==> src/rtl/perceptron_datapath.sv <==
// perceptron_datapath: sample memory, sample/epoch counters, weights, bias and error register
// for a single-layer perceptron trainer driven by an external control FSM.
module perceptron_datapath #(
    parameter int N_FEAT    = 2,
    parameter int N_SAMPLES = 4,
    parameter int N_EPOCHS  = 10,
    parameter int W         = 8,
    parameter int LR_SHIFT  = 0
) (
    input  logic                              clk,
    input  logic                              rst,
    input  logic                              ld_N,
    input  logic                              clr_N,
    input  logic                              ld_Ep,
    input  logic                              clr_Ep,
    input  logic                              ld_w,
    input  logic                              clr_w,
    input  logic                              ld_e,
    input  logic                              clr_e,
    input  logic                              mem_we,
    input  logic [$clog2(N_SAMPLES)-1:0]      mem_addr,
    input  logic [N_FEAT*W-1:0]               mem_x,
    input  logic                              mem_t,
    output logic                              Epm,
    output logic                              Nm,
    output logic                              y_pred,
    output logic signed [1:0]                 e_q,
    output logic [N_FEAT*W-1:0]               w_flat,
    output logic signed [W-1:0]               bias,
    output logic [$clog2(N_SAMPLES)-1:0]      n_idx,
    output logic [$clog2(N_EPOCHS+1)-1:0]     ep_cnt,
    output logic                              train_done
);
    localparam int AW = $clog2(N_SAMPLES);
    localparam int EW = $clog2(N_EPOCHS+1);
    localparam int SW = 2*W + $clog2(N_FEAT+1);
    localparam int XW = N_FEAT*W;
    localparam logic signed [W+1:0] MAXV = (W+2)'(2**(W-1)-1);
    localparam logic signed [W+1:0] MINV = (W+2)'(-(2**(W-1)));

    logic [XW:0]              mem_q [N_SAMPLES];
    logic [XW-1:0]            x_cur;
    logic                     t_cur;
    logic signed [W-1:0]      x_s [N_FEAT];
    logic signed [W-1:0]      w_s [N_FEAT];
    logic signed [2*W-1:0]    prod [N_FEAT];
    logic signed [W+1:0]      delta [N_FEAT];
    logic signed [W+1:0]      upd [N_FEAT];
    logic signed [W+1:0]      bias_upd;
    logic signed [SW-1:0]     sum;
    logic signed [1:0]        err, e_d;
    logic [AW-1:0]            n_idx_d, n_idx_q;
    logic [EW-1:0]            ep_cnt_d, ep_cnt_q;
    logic                     train_done_d, train_done_q;
    logic [XW-1:0]            w_d, w_q;
    logic signed [W-1:0]      bias_d, bias_q;

    function automatic logic [W-1:0] sat(input logic signed [W+1:0] v);
        return v > MAXV ? MAXV[W-1:0] : v < MINV ? MINV[W-1:0] : v[W-1:0];
    endfunction

    always_ff @(posedge clk) if (mem_we) mem_q[mem_addr] <= {mem_t, mem_x};

    assign {t_cur, x_cur} = mem_q[n_idx_q];

    // sum is wide enough for every product plus bias, so the sign bit is the prediction
    always_comb begin
        sum = SW'(bias_q);
        for (int i = 0; i < N_FEAT; i++) begin
            x_s[i]   = x_cur[i*W +: W];
            w_s[i]   = w_q[i*W +: W];
            prod[i]  = (2*W)'(x_s[i]) * (2*W)'(w_s[i]);
            delta[i] = ((W+2)'(e_q) * (W+2)'(x_s[i])) >>> LR_SHIFT;
            upd[i]   = (W+2)'(w_s[i]) + delta[i];
            sum      = sum + SW'(prod[i]);
        end
    end

    assign bias_upd = (W+2)'(bias_q) + ((W+2)'(e_q) >>> LR_SHIFT);
    assign y_pred   = ~sum[SW-1];
    assign err      = {1'b0, t_cur} - {1'b0, y_pred};
    assign Nm       = n_idx_q != AW'(N_SAMPLES-1);
    assign Epm      = ep_cnt_q < EW'(N_EPOCHS);

    always_comb begin
        n_idx_d      = clr_N ? '0 : !ld_N ? n_idx_q : Nm ? n_idx_q + AW'(1) : '0;
        ep_cnt_d     = clr_Ep ? '0 : (ld_Ep && Epm) ? ep_cnt_q + EW'(1) : ep_cnt_q;
        train_done_d = !clr_Ep && (train_done_q || (ld_Ep && ep_cnt_q == EW'(N_EPOCHS)));
        e_d          = clr_e ? 2'sd0 : ld_e ? err : e_q;
        bias_d       = clr_w ? '0 : ld_w ? sat(bias_upd) : bias_q;
        w_d          = w_q;
        for (int i = 0; i < N_FEAT; i++)
            w_d[i*W +: W] = clr_w ? '0 : ld_w ? sat(upd[i]) : w_q[i*W +: W];
    end

    always_ff @(posedge clk or negedge rst) begin
        if (!rst) begin
            n_idx_q      <= '0;
            ep_cnt_q     <= '0;
            train_done_q <= 1'b0;
            e_q          <= '0;
            w_q          <= '0;
            bias_q       <= '0;
        end else begin
            n_idx_q      <= n_idx_d;
            ep_cnt_q     <= ep_cnt_d;
            train_done_q <= train_done_d;
            e_q          <= e_d;
            w_q          <= w_d;
            bias_q       <= bias_d;
        end
    end

    assign w_flat     = w_q;
    assign bias       = bias_q;
    assign n_idx      = n_idx_q;
    assign ep_cnt     = ep_cnt_q;
    assign train_done = train_done_q;
endmodule

==> config.mk <==
export PLATFORM = sky130hd
export DESIGN_NAME = perceptron_datapath
export DESIGN_NICKNAME = d
export VERILOG_FILES = /design/src/rtl/perceptron_datapath.sv
export SDC_FILE = /design/constraint.sdc
export NUM_CORES = 1
export LEC_CHECK = 0
export ABC_CLOCK_PERIOD_IN_PS = 7600
export CORE_MARGIN = 1
export CORE_UTILIZATION = 55
export CTS_CLUSTER_SIZE = 20
export DETAILED_ROUTE_END_ITERATION = 16
export MAX_ROUTING_LAYER = met4
export PLACE_DENSITY_LB_ADDON = 0.05
export SLEW_MARGIN = 20
export SYNTH_ARGS = -nofsm -noshare
export SYNTH_HDL_FRONTEND = slang
export SYNTH_SLANG_ARGS = --single-unit
==> constraint.sdc <==
create_clock -name clk -period 7.6 [get_ports clk]
set_input_delay 1.14 -clock clk [delete_from_list [all_inputs] [get_ports clk]]
set_output_delay 1.14 -clock clk [all_outputs]
set_load 0.02 [all_outputs]
Word-level counts from Yosys, hierarchy flattened. Memory sizes are Yosys's and may differ from the RTL's. Index checks and enable logic that the tools add are counted.

Register bits after elaboration: 33. RAM bits: 68. Input port bits: 30. Output and inout bits: 36. Logic and storage cells: 59. Memories: 1.

Add/sub/neg operators: 8. Multipliers: 4. Magnitude comparators: 7. Eq/ne operators: 2. Mux-type cells: 21. Bitwise logic cells: 1. Reduce and logical (&&, ||, !) cells: 9.

Memories: mem_q (depth 4, width 17, read ports 1, clocked after memory_dff 0, write ports 1, line 41) `logic [XW:0] mem_q [N_SAMPLES];`.

Operators by type and width (count): $mux 8 (12); $mul 8x8->16 (2); $add 8x10->10 (2); $gt 10x8->1 const B (2); $lt 10x8->1 const B (2); $mul 2x8->10 (2); $add 17x16->18 (1); $add 8x16->17 (1); $mux 2 (5); $add 8x2->9 (1); $gt 9x8->1 const B (1); $lt 9x8->1 const B (1); $mux 4 (2); $reduce_bool 2->1 (4); $add 4x1->4 const B (1); $eq 4x4->1 const B (1); $lt 4x4->1 const B (1); $logic_and 1x1->1 (3); $add 2x1->2 const B (1); $mux 1 (2); $ne 2x2->1 const B (1); $sub 1x1->2 (1); $logic_not 1->1 (1); $logic_or 1x1->1 (1); $not 1->1 (1).

Longest topological paths before layout. Gate-level depths: netlist of the first run. An unclocked memory read counts as a cell.

Depth in word-level cells: 8. Mapped depth: 27. Mapped depth without buffers: 25.

Worst setup path before layout of the first run. Ideal clock, no wire load.

Path kind: register to output. Start: register n_idx_q[0], in the netlist n_idx[0]. End: output y_pred. Arrival: 6689 ps. Required time: 6460 ps. Path slack: -229 ps. Stages on the path, launching flop included: 22. Buffers on the path: 2. Cell sequence: dfrtp_1 -> buf_2 -> buf_2 -> mux4_2 -> and2_1 -> fa_1 -> inv_1 -> fa_1 -> fa_1 -> inv_1 -> fa_1 -> fa_1 -> inv_1 -> fa_1 -> inv_1 -> ha_1 -> a21oi_1 -> a2bb2oi_1 -> a21oi_1 -> nor3_1 -> o221ai_1 -> xnor2_1.

Longest elaborated chain between the ends: 5. Elaborated cells on any way between the ends: 6. Those cells by class: 2 x add/sub; 2 x mul; 1 x bitwise; 1 x memory.

RTL lines: from (decl) (line 52) `logic [AW-1:0] n_idx_d, n_idx_q;`; from (signal assigned) (line 105) `n_idx_q <= n_idx_d;`; $mem_v2 4x17 (*); $mul 8x8->16 (line 72) `prod[i] = (2*W)'(x_s[i]) * (2*W)'(w_s[i]);`; $add 8x16->17 (line 75) `sum = sum + SW'(prod[i]);`; $add 17x16->18 (*) (line 75); $not 1->1 (*) (line 80) `assign y_pred = ~sum[SW-1];`; to (decl) (line 26) `output logic y_pred,`.

Mark *: on every way between the ends. The rest lies on a longest branch, timed or not.

Worst setup path in the final report of the first run. Same ends and word-level chain as after synthesis.

==> flow_summary_export.csv, run 1 <==
group,metric,value,unit
synth,yosys.area.top_type,"fa_1",
routing,drt-vias-per-instance,5.300,
placement,place.gp.congestion,0.8760,
layout,nFillCells,1621,
clock_network,clock-root-buffer,"clkbuf_16",
layout,diodes,0,
clock_network,cts_buffers,9,
status,status,"completed",
sta,rsz0062_at_grt,"yes",
sta,finalSetupViolations,0,
routing,vias,7817,
worst_setup_path,crit_arrival,6.28,ns
synth,syn_inst,1065,
synth,syn_nets,1369,
layout,fin_cells,1475,
synth,ys_ff_latch,101,
grt,grt_pass1_vias,8163,
synth,postSynthAreaPerCell,10.82,sq um
worst_setup_path,path_class,"reg2out",
sta,finClkSkew,0.009602,ns
worst_setup_path,worst_path_max_delay_cell,"mux4_2",
grt,grt_max_degree,34,
sta,final_max_slew_viol_count,0,
min_path,hp-class,"reg2reg",
layout,final_cell_mix,"inv_1 (232), fa_1 (160), ha_1 (93)",
grt,grt_pass1_wl,43010,um
floorplanning,io-pin-count,66,
synth,synth.top_cell.area_share,30.40,%
sta,tightest_slew,0.9573,ns
synth,yosys_warnings,0,
placement,dpl.hpwl,21340,um
worst_setup_path,crit_start,"n_idx[0]",
worst_setup_path,start_kind,"flop",
placement,io_buffers,65,
layout,regArea,2868,sq um
grt,antenna_found_initial,0,
floorplanning,die-area,21540,sq um
sta,max_freq,0.1348,GHz
worst_setup_path,r2r_cells,24,
routing,drt_pass1_iterations,7,
sta,fin_crit,7.419,ns
floorplanning,die_y,146.8,um
worst_setup_path,cp-end-kind,"output port",
grt,grt_overflow,0,
sta,max_slew_margin,35.63,%
routing,wl_per_cell,17.56,um
synth,netlist_area,11530,sq um
layout,multi_input_area,7792,sq um
synth,synth_ff_type,"edfxtp_1",
sta,finalHoldViolations,0,
clock_network,htree_levels,3,
worst_setup_path,required,6.46,ns
clock_network,cts_tree,"done",
clock_network,cts.sinks,101,
min_path,whs_path_depth,2,
routing,drt_wl_total,25900,um
synth,synth-seq-area-share,24.88,%
floorplanning,core-area,20360,sq um
sta,period_share,97.61,%
worst_setup_path,crit_fanout,5,
routing,drc,0,
placement,place_inst,1449,
synth,ys_async_sr_fraction,32.67,%
floorplanning,rows,52,
worst_setup_path,r2r-start,"n_idx[0]",
routing,drtIter0Drc,325,
min_path,min_from,"train_done",
layout,layout-drive-gt1-share,15.10,%
layout,final_nets,1504,
worst_setup_path,crit_chain,"buf_6 > buf_4 > mux4_2 > buf_4 > and2_1 > fa_1 > inv_1 > fa_1 > inv_1 > fa_1 > fa_2 > fa_1 > fa_1 > ha_1 > nand2_1 > a2bb2oi_1 > a21oi_1 > nor3_2 > o221ai_2 > xnor2_2 > buf_4",
grt,grt_usage,27.00,%
synth,yosys.cell_types.count,63,
clock_network,clk_pin_slew,0.07,ns
floorplanning,initial_utilization,56.60,%
synth,synth_edf_count,68,
synth,synth.area.top_cells,"fa_1 (30%), edfxtp_1 (18%), ha_1 (11%)",
worst_setup_path,slowest_delay,0.59,ns
clock_network,insertion_delay,0.35,ns
layout,syn2layout_area_growth,17.33,%
layout,final_common_cell,"inv_1",
worst_setup_path,path_common_cell,"fa_1",
floorplanning,die_w,146.8,um
routing,antenna_left,0,
clock_network,clock_path_buffers,2,
flow_run,maxCapViolations,0,
## kinds of logic after synthesis
group	after synthesis	share of synthesized area (%)
AO/OA/AOI/OAI	105	6.731
multiplexers	22	3.756
XOR/XNOR	31	2.356
flip-flops	101	24.88
AND/OR/NAND/NOR	264	12.09
adder cells (fa/ha/maj)	274	41.14
buffers and inverters	268	9.042
## cells in the mapped netlist (all sizes together) (3+ instances only)
cell type and n:
inv 243, fa 175, ha 99, and2 83, nand2 69, edfxtp 68
nor2 47, dfrtp 33, o21ai 27, xnor2 23, a21oi 21, nand2b 20
mux4 17, a221o 14, clkbuf 11, buf 10, xor2 8, nor2b 7
nor3 6, o21a 6, a211oi 5, mux2i 5, or3 5, a21o 4
nand3 4, nand4 4, nor3b 4, a31oi 3, a41oi 3, and3 3
o2111ai 3, o21bai 3, or2 3
## layout make-up
class	count	share of cell area, %
Sequential cell	101	21.21
Clock buffer	10	1.693
Tap cell	270	2.498
Inverter	245	6.801
Clock inverter	6	0.6107
Multi-Input combinational cell	696	57.62
Timing Repair Buffer	147	9.567
## stage by stage
stage	setup TNS (ns)	worst slack [ns]	cell area, sq um	hold WS, ns	util (%)
after global routing	-0.07201	-0.07201	13520	0.5851	66.40
after detailed placement	-0.2137	-0.2137	12950	0.5104	63.60
final	0	0.1815	13520	0.5325	66.40
after floorplan	0	0.01191	11540	0.6099	-
after CTS	0	0.008470	13310	0.5304	65.37
after global placement	-0.07457	-0.07457	12950	0.5076	63.60
## registers in the layout (all words and copies together), names as in the netlist
register	count
train_done	1
bias	8
w_flat	16
n_idx	2
ep_cnt	4
e_q	2
mem_q	68
## worst max-delay path: cells and delay by family, from the launching register on
family	cells	cell delay [ns]
AO/OA/AOI/OAI	3	0.41
adder cells (fa/ha/maj)	7	3.25
flip-flops	1	0.39
buffers and inverters	6	0.74
XOR/XNOR	1	0.19
AND/OR/NAND/NOR	3	0.37
multiplexers	1	0.59
## timing repair
| action | CTS | global route |
|---|---|---|
| hold buffers | 0 | 0 |
| gates resized for setup | 11 | 53 |
| setup buffers | 4 | 6 |
| endpoints found under the setup margin | 1 | 1 |
| pin swaps | 8 | 50 |
## routing by layer
metal,vias up,GRT usage (%),wire [um]
li1,3665,-,-
met1,3937,35.01,11050
met2,179,44.76,13190
met3,36,3.416,928
met4,0,7.865,726
met5,-,-,0
## path summary, 6_finish.rpt
| check | slack (ns) | end |
|---|---|---|
| worst min register to register | 0.53 | train_done |
| worst max-delay path | 0.18 | y_pred |
| worst min-delay path | 0.53 | train_done |
| min in group asynchronous | 0.90 | w_flat[2] |
| worst max register to register | 0.99 | e_q[0] |
| max in group asynchronous | 6.14 | ep_cnt[1] |
Power of run 1 is left out: the tool's default activity adds up to more than one toggle a clock period on the data nets, which glitch-free logic cannot reach.
==> run 2, diff against run 1 <==
--- a/config.mk
+++ b/config.mk
@@ -5,6 +5,7 @@
 export SDC_FILE = /design/constraint.sdc
 export NUM_CORES = 1
 export LEC_CHECK = 0
+export ABC_AREA = 1
 export ABC_CLOCK_PERIOD_IN_PS = 7600
 export CORE_MARGIN = 1
 export CORE_UTILIZATION = 55
==> run 2 against run 1 <==
Net effect:
- count of clock-buffer cells in the layout fell by 1
- critical path depth rose by 7
- die area rose by 0.78%
- cell count rose by 16%
- maximum frequency rose by 1.2%
- largest cell class unchanged
- clock skew fell by 0.0010 ns
- highest routed layer unchanged
- design area rose by 0.13%
- global-route usage rose by 1.7 points
- critical path type unchanged
- sequential cell count did not move
- core utilization fell by 0.34 points
- non-clock buffer count fell by 13
==> flow_summary_export.csv, run 2 <==
group,metric,value,unit
grt,grt_pass1_wl,45970,um
synth,yosys_warnings,0,
floorplanning,die_w,147.3,um
clock_network,cts_buffers,9,
sta,finalHoldViolations,0,
worst_setup_path,cp-end-kind,"output port",
grt,gr-max-usage-layer,"met2",
sta,period_share,96.49,%
routing,vias,8862,
grt,grt_max_degree,34,
synth,ys_ff_latch,101,
sta,finalSetupViolations,0,
layout,final_cell_mix,"inv_1 (292), nand2_1 (261), fa_1 (170)",
synth,yosysMostFrequentCell,"inv_1",
routing,drt-vias-per-instance,5.185,
sta,fin_crit,7.333,ns
floorplanning,io-pin-count,66,
clock_network,insertion_delay,0.36,ns
min_path,whs_path_depth,2,
synth,synth.top_cell.area_share,30.16,%
grt,met1_usage,37.38,%
min_path,min_to,"train_done",
synth,syn_inst,1306,
layout,regMostFlops,"mem_q",
placement,place.gp.congestion,0.9407,
placement,io_buffers,65,
layout,post-route-util,66.07,%
layout,final_nets,1738,
grt,grt_usage,28.70,%
clock_network,clock_path_buffers,2,
synth,synth_edf_count,68,
clock_network,cts_tree,"done",
synth,postSynthAreaPerCell,8.895,sq um
layout,diodes,0,
placement,dpl.hpwl,22830,um
sta,finClkSkew,0.008607,ns
clock_network,htree_levels,3,
synth,synth.area.top_cells,"fa_1 (30%), edfxtp_1 (18%), ha_1 (11%)",
sta,max_slew_margin,37.24,%
synth,ys_async_sr_fraction,32.67,%
grt,met2_usage,47.78,%
synth,syn_nets,1610,
floorplanning,die_y,147.3,um
worst_setup_path,crit_start,"n_idx[0]",
clock_network,cts.sinks,101,
layout,regArea,2869,sq um
worst_setup_path,worst_path_max_delay_cell,"fa_2",
worst_setup_path,path_common_cell,"inv_1",
grt,grt_overflow,0,
layout,nFillCells,1751,
flow_run,maxCapViolations,0,
clock_network,clk_pin_slew,0.08,ns
worst_setup_path,slowest_delay,0.62,ns
floorplanning,initial_utilization,56.68,%
worst_setup_path,r2r-end,"e_q[0]",
status,status,"completed",
floorplanning,rows,52,
synth,ys_top_cells_by_count,"inv_1 (301), nand2_1 (274), fa_1 (175)",
synth,synth_ff_type,"edfxtp_1",
synth,yosys.area.top_type,"fa_1",
routing,drtIter0Drc,536,
min_path,min_from,"train_done",
routing,wl_per_cell,16.28,um
clock_network,ctsHoldBuffers,0,
worst_setup_path,crit_fanout,6,
layout,layout-drive-gt1-share,11.54,%
floorplanning,die-area,21710,sq um
worst_setup_path,path_class,"reg2out",
sta,final_max_slew_viol_count,0,
layout,syn2layout_area_growth,16.55,%
worst_setup_path,crit_arrival,6.19,ns
sta,setup_tns,0,ns
routing,drc,0,
layout,final_common_cell,"inv_1",
worst_setup_path,start_kind,"flop",
clock_network,clock-root-buffer,"clkbuf_16",
synth,netlist_area,11620,sq um
layout,largest_reg_flops,68,
routing,drt_wl_total,27820,um
grt,grt_pass1_vias,8995,
worst_setup_path,r2r_slack,1.23,ns
layout,multi_input_area,7636,sq um
worst_setup_path,r2r_cells,30,
synth,synth-seq-area-share,24.68,%
sta,tightest_slew,0.9415,ns
sta,max_freq,0.1364,GHz
synth,yosys.cell_types.count,39,
worst_setup_path,r2r-start,"n_idx[0]",
grt,grtUsageMet3,3.043,%
grt,antenna_found_initial,0,
routing,drt_pass1_iterations,5,
min_path,hp-class,"reg2reg",
routing,antenna_left,0,
worst_setup_path,required,6.46,ns
floorplanning,core-area,20490,sq um
[run 2: kinds of logic (layout without fill, tap and decap cells)]
logic type | after synthesis | in the layout | share of synthesized area, %
fa+ha+maj | 274 | 274 | 40.82
buf+inv | 334 | 467 | 10.99
flops | 101 | 101 | 24.68
simple gates | 513 | 513 | 18.35
compound gates | 59 | 59 | 3.274
xor+xnor | 25 | 25 | 1.885
[run 2: worst max-delay path by stage]
stage             end  slack (ns)  cells after the start
6_report       y_pred        0.27                     28
5_1_grt        y_pred       -0.02                     26
4_1_cts        y_pred        0.07                     28
3_5_place_dp   y_pred       -0.25                     25
3_3_place_gp   y_pred       -0.16                     24
2_1_floorplan  y_pred        0.46                     24
[run 2: area by class of cell]
class / count / area share [%]
Multi-Input combinational cell: 871 / 56.39
Sequential cell: 101 / 21.19
Timing Repair Buffer: 134 / 8.889
Tap cell: 270 / 2.495
Clock inverter: 7 / 0.4897
Inverter: 317 / 8.880
Clock buffer: 9 / 1.663
[run 2: repair_timing]
action / in CTS / in global routing
endpoints found under the setup margin: 1 / 1
resized for setup: 19 / 46
buffers inserted: 1 / 10
pin swaps: 1 / 20
[run 2: worst max-delay path: cells and delay by family (launching register included)]
family | cells | cell delay [ns]
adder cells (fa/ha/maj) | 7 | 3.66
AO/OA/AOI/OAI | 1 | 0.15
buffers and inverters | 11 | 0.93
AND/OR/NAND/NOR | 9 | 0.67
flip-flops | 1 | 0.43
[run 2: per-stage QoR]
step                      worst slack (ns)  hold slack [ns]  area (sq um)  cells
after floorplan                     0.4571           0.5997         11620   1306
after global placement             -0.1618           0.5112         12990   1682
after detailed placement           -0.2466           0.5155         12990   1682
after CTS                          0.07378           0.5274         13320   1699
after global routing              -0.01925           0.5521         13540   1709
final                               0.2666           0.5235         13540   1709
[run 2: routing by layer]
metal  wire [um]  part of all wire (%)
met5           0                     0
met2       14100                    51
met1       11670                    42
met4         483                   1.7
met3        1565                   5.6
Power of run 2 is left out for the same reason.
==> run 3, diff against run 2 <==
--- a/config.mk
+++ b/config.mk
@@ -7,13 +7,14 @@
 export LEC_CHECK = 0
 export ABC_AREA = 1
 export ABC_CLOCK_PERIOD_IN_PS = 7600
+export CAP_MARGIN = 10
 export CORE_MARGIN = 1
 export CORE_UTILIZATION = 55
 export CTS_CLUSTER_SIZE = 20
 export DETAILED_ROUTE_END_ITERATION = 16
 export MAX_ROUTING_LAYER = met4
 export PLACE_DENSITY_LB_ADDON = 0.05
-export SLEW_MARGIN = 20
+export SETUP_SLACK_MARGIN = 0.4
 export SYNTH_ARGS = -nofsm -noshare
 export SYNTH_HDL_FRONTEND = slang
 export SYNTH_SLANG_ARGS = --single-unit
==> run 3 against run 2 <==
Net effect:
- hold slack lost 0.0031 ns
- critical endpoint unchanged
- critical path type unchanged
- routed wire length grew 2.2%
- via count grew 1.9%
==> flow_summary_export.csv, run 3 (synthesis results as in run 2) <==
group,metric,value,unit
worst_setup_path,cp-end-kind,"output port",
routing,antenna_left,0,
worst_setup_path,r2r_slack,1.38,ns
floorplanning,initial_utilization,56.68,%
worst_setup_path,start_kind,"flop",
layout,syn2layout_area_growth,20.47,%
grt,grt_pass1_vias,9246,
status,status,"completed",
worst_setup_path,crit_arrival,6.02,ns
sta,max_freq,0.1396,GHz
worst_setup_path,path_common_cell,"nand2_1",
floorplanning,rows,52,
grt,grt_max_degree,34,
clock_network,cts_buffers,9,
worst_setup_path,path_class,"reg2out",
clock_network,cts.sinks,101,
sta,max_slew_margin,37.54,%
floorplanning,core-area,20490,sq um
worst_setup_path,slowest_delay,0.56,ns
layout,regArea,2869,sq um
sta,rsz0062_at_grt,"yes",
placement,place.gp.congestion,0.9407,
sta,finClkSkew,0.007923,ns
layout,final_common_cell,"inv_1",
clock_network,clock_path_buffers,2,
min_path,whs_path_depth,2,
worst_setup_path,required,6.46,ns
sta,finalHoldViolations,0,
clock_network,clock-root-buffer,"clkbuf_16",
placement,io_buffers,65,
worst_setup_path,crit_fanout,8,
min_path,min_to,"train_done",
floorplanning,io-pin-count,66,
floorplanning,die-area,21710,sq um
floorplanning,die_w,147.3,um
layout,diodes,0,
routing,drc,0,
sta,tightest_slew,0.9369,ns
routing,drt_wl_total,28440,um
sta,fin_crit,7.165,ns
worst_setup_path,worst_path_max_delay_cell,"fa_1",
clock_network,clk_pin_slew,0.08,ns
layout,final_nets,1761,
worst_setup_path,r2r-start,"n_idx[0]",
grt,grtUsageMet3,4.006,%
layout,nFillCells,1687,
floorplanning,die_y,147.3,um
flow_run,maxCapViolations,0,
routing,drt-vias-per-instance,5.211,
min_path,min_from,"train_done",
clock_network,htree_levels,3,
layout,post-route-util,68.29,%
grt,grt_overflow,0,
clock_network,insertion_delay,0.36,ns
grt,grt_pass1_wl,47030,um
routing,drt_pass1_iterations,5,
routing,vias,9026,
grt,grt_usage,29.40,%
sta,period_share,94.28,%
worst_setup_path,r2r_cells,30,
grt,met2_usage,48.44,%
layout,final_cell_mix,"inv_1 (278), nand2_1 (254), fa_1 (162)",
layout,regMostFlops,"mem_q",
worst_setup_path,r2r-end,"e_q[0]",
min_path,hp-class,"reg2reg",
routing,wl_per_cell,16.42,um
layout,largest_reg_flops,68,
layout,multi_input_area,7866,sq um
sta,final_max_slew_viol_count,0,
grt,met1_usage,37.83,%
sta,finalSetupViolations,0,
clock_network,cts_tree,"done",
grt,gr-max-usage-layer,"met2",
grt,antenna_found_initial,0,
placement,dpl.hpwl,22830,um
layout,layout-drive-gt1-share,16.69,%
routing,drtIter0Drc,513,
[run 3: changes by cell type in the layout (fill, tap and decap cells not counted), moves of 7 or more]
| cell | delta |
|---|---|
| nand3_1 | -7 |
| fa_2 | +8 |
| fa_1 | -8 |
| buf_6 | +10 |
| nor2_1 | -12 |
| inv_2 | +13 |
| inv_1 | -14 |
| buf_4 | +12 |
| nand2_1 | -7 |
[run 3: final cells by class]
type	instances	area share (%)
clock buffer	9	1.609
inverter	317	8.609
multi-input combinational	871	56.20
timing repair buffer	157	10.19
clock inverter	7	0.4738
sequential	101	20.50
tap	270	2.414
[run 3: worst max-delay path, delay by kind of cell, from the launching register on]
kind	cells	cell delay, ns
AND/OR/NAND/NOR	7	0.56
flip-flops	1	0.45
adder cells (fa/ha/maj)	7	3.19
buffers and inverters	11	1.07
AO/OA/AOI/OAI	3	0.38
[run 3: worst max path at each step]
stage                   from  endpoint  slack (ns)  cells past startpoint
global placement    n_idx[0]    y_pred       -0.16                     24
CTS                 n_idx[0]    y_pred        0.40                     24
floorplan           n_idx[0]    y_pred        0.46                     24
detailed placement  n_idx[0]    y_pred       -0.25                     25
global route        n_idx[0]    y_pred        0.21                     29
finish              n_idx[0]    y_pred        0.44                     28
[run 3: repair_timing]
action | 4_1_cts | 5_1_grt
pin swaps | 56 | 47
endpoints found under the setup margin | 1 | 1
resized for setup | 109 | 38
setup buffers | 26 | 8
hold buffers | 0 | 0
[run 3: metal layers]
metal | share of wire, % | wire length, um
met1 | 42 | 11920
met2 | 50 | 14320
met3 | 5.5 | 1578
met4 | 2.2 | 622
met5 | 0 | 0
[run 3: through the flow]
| step | hold slack (ns) | setup TNS, ns | cells | setup WS [ns] | cell area (sq um) |
|---|---|---|---|---|---|
| 6_report | 0.5204 | 0 | 1732 | 0.4351 | 14000 |
| 3_5_place_dp | 0.5155 | -0.2466 | 1682 | -0.2466 | 12990 |
| 3_3_place_gp | 0.5112 | -0.1618 | 1682 | -0.1618 | 12990 |
| 2_1_floorplan | 0.5997 | 0 | 1306 | 0.4571 | 11620 |
| 5_1_grt | 0.5521 | 0 | 1732 | 0.2128 | 14000 |
| 4_1_cts | 0.5274 | 0 | 1724 | 0.4001 | 13790 |
Power of run 3 is left out for the same reason.
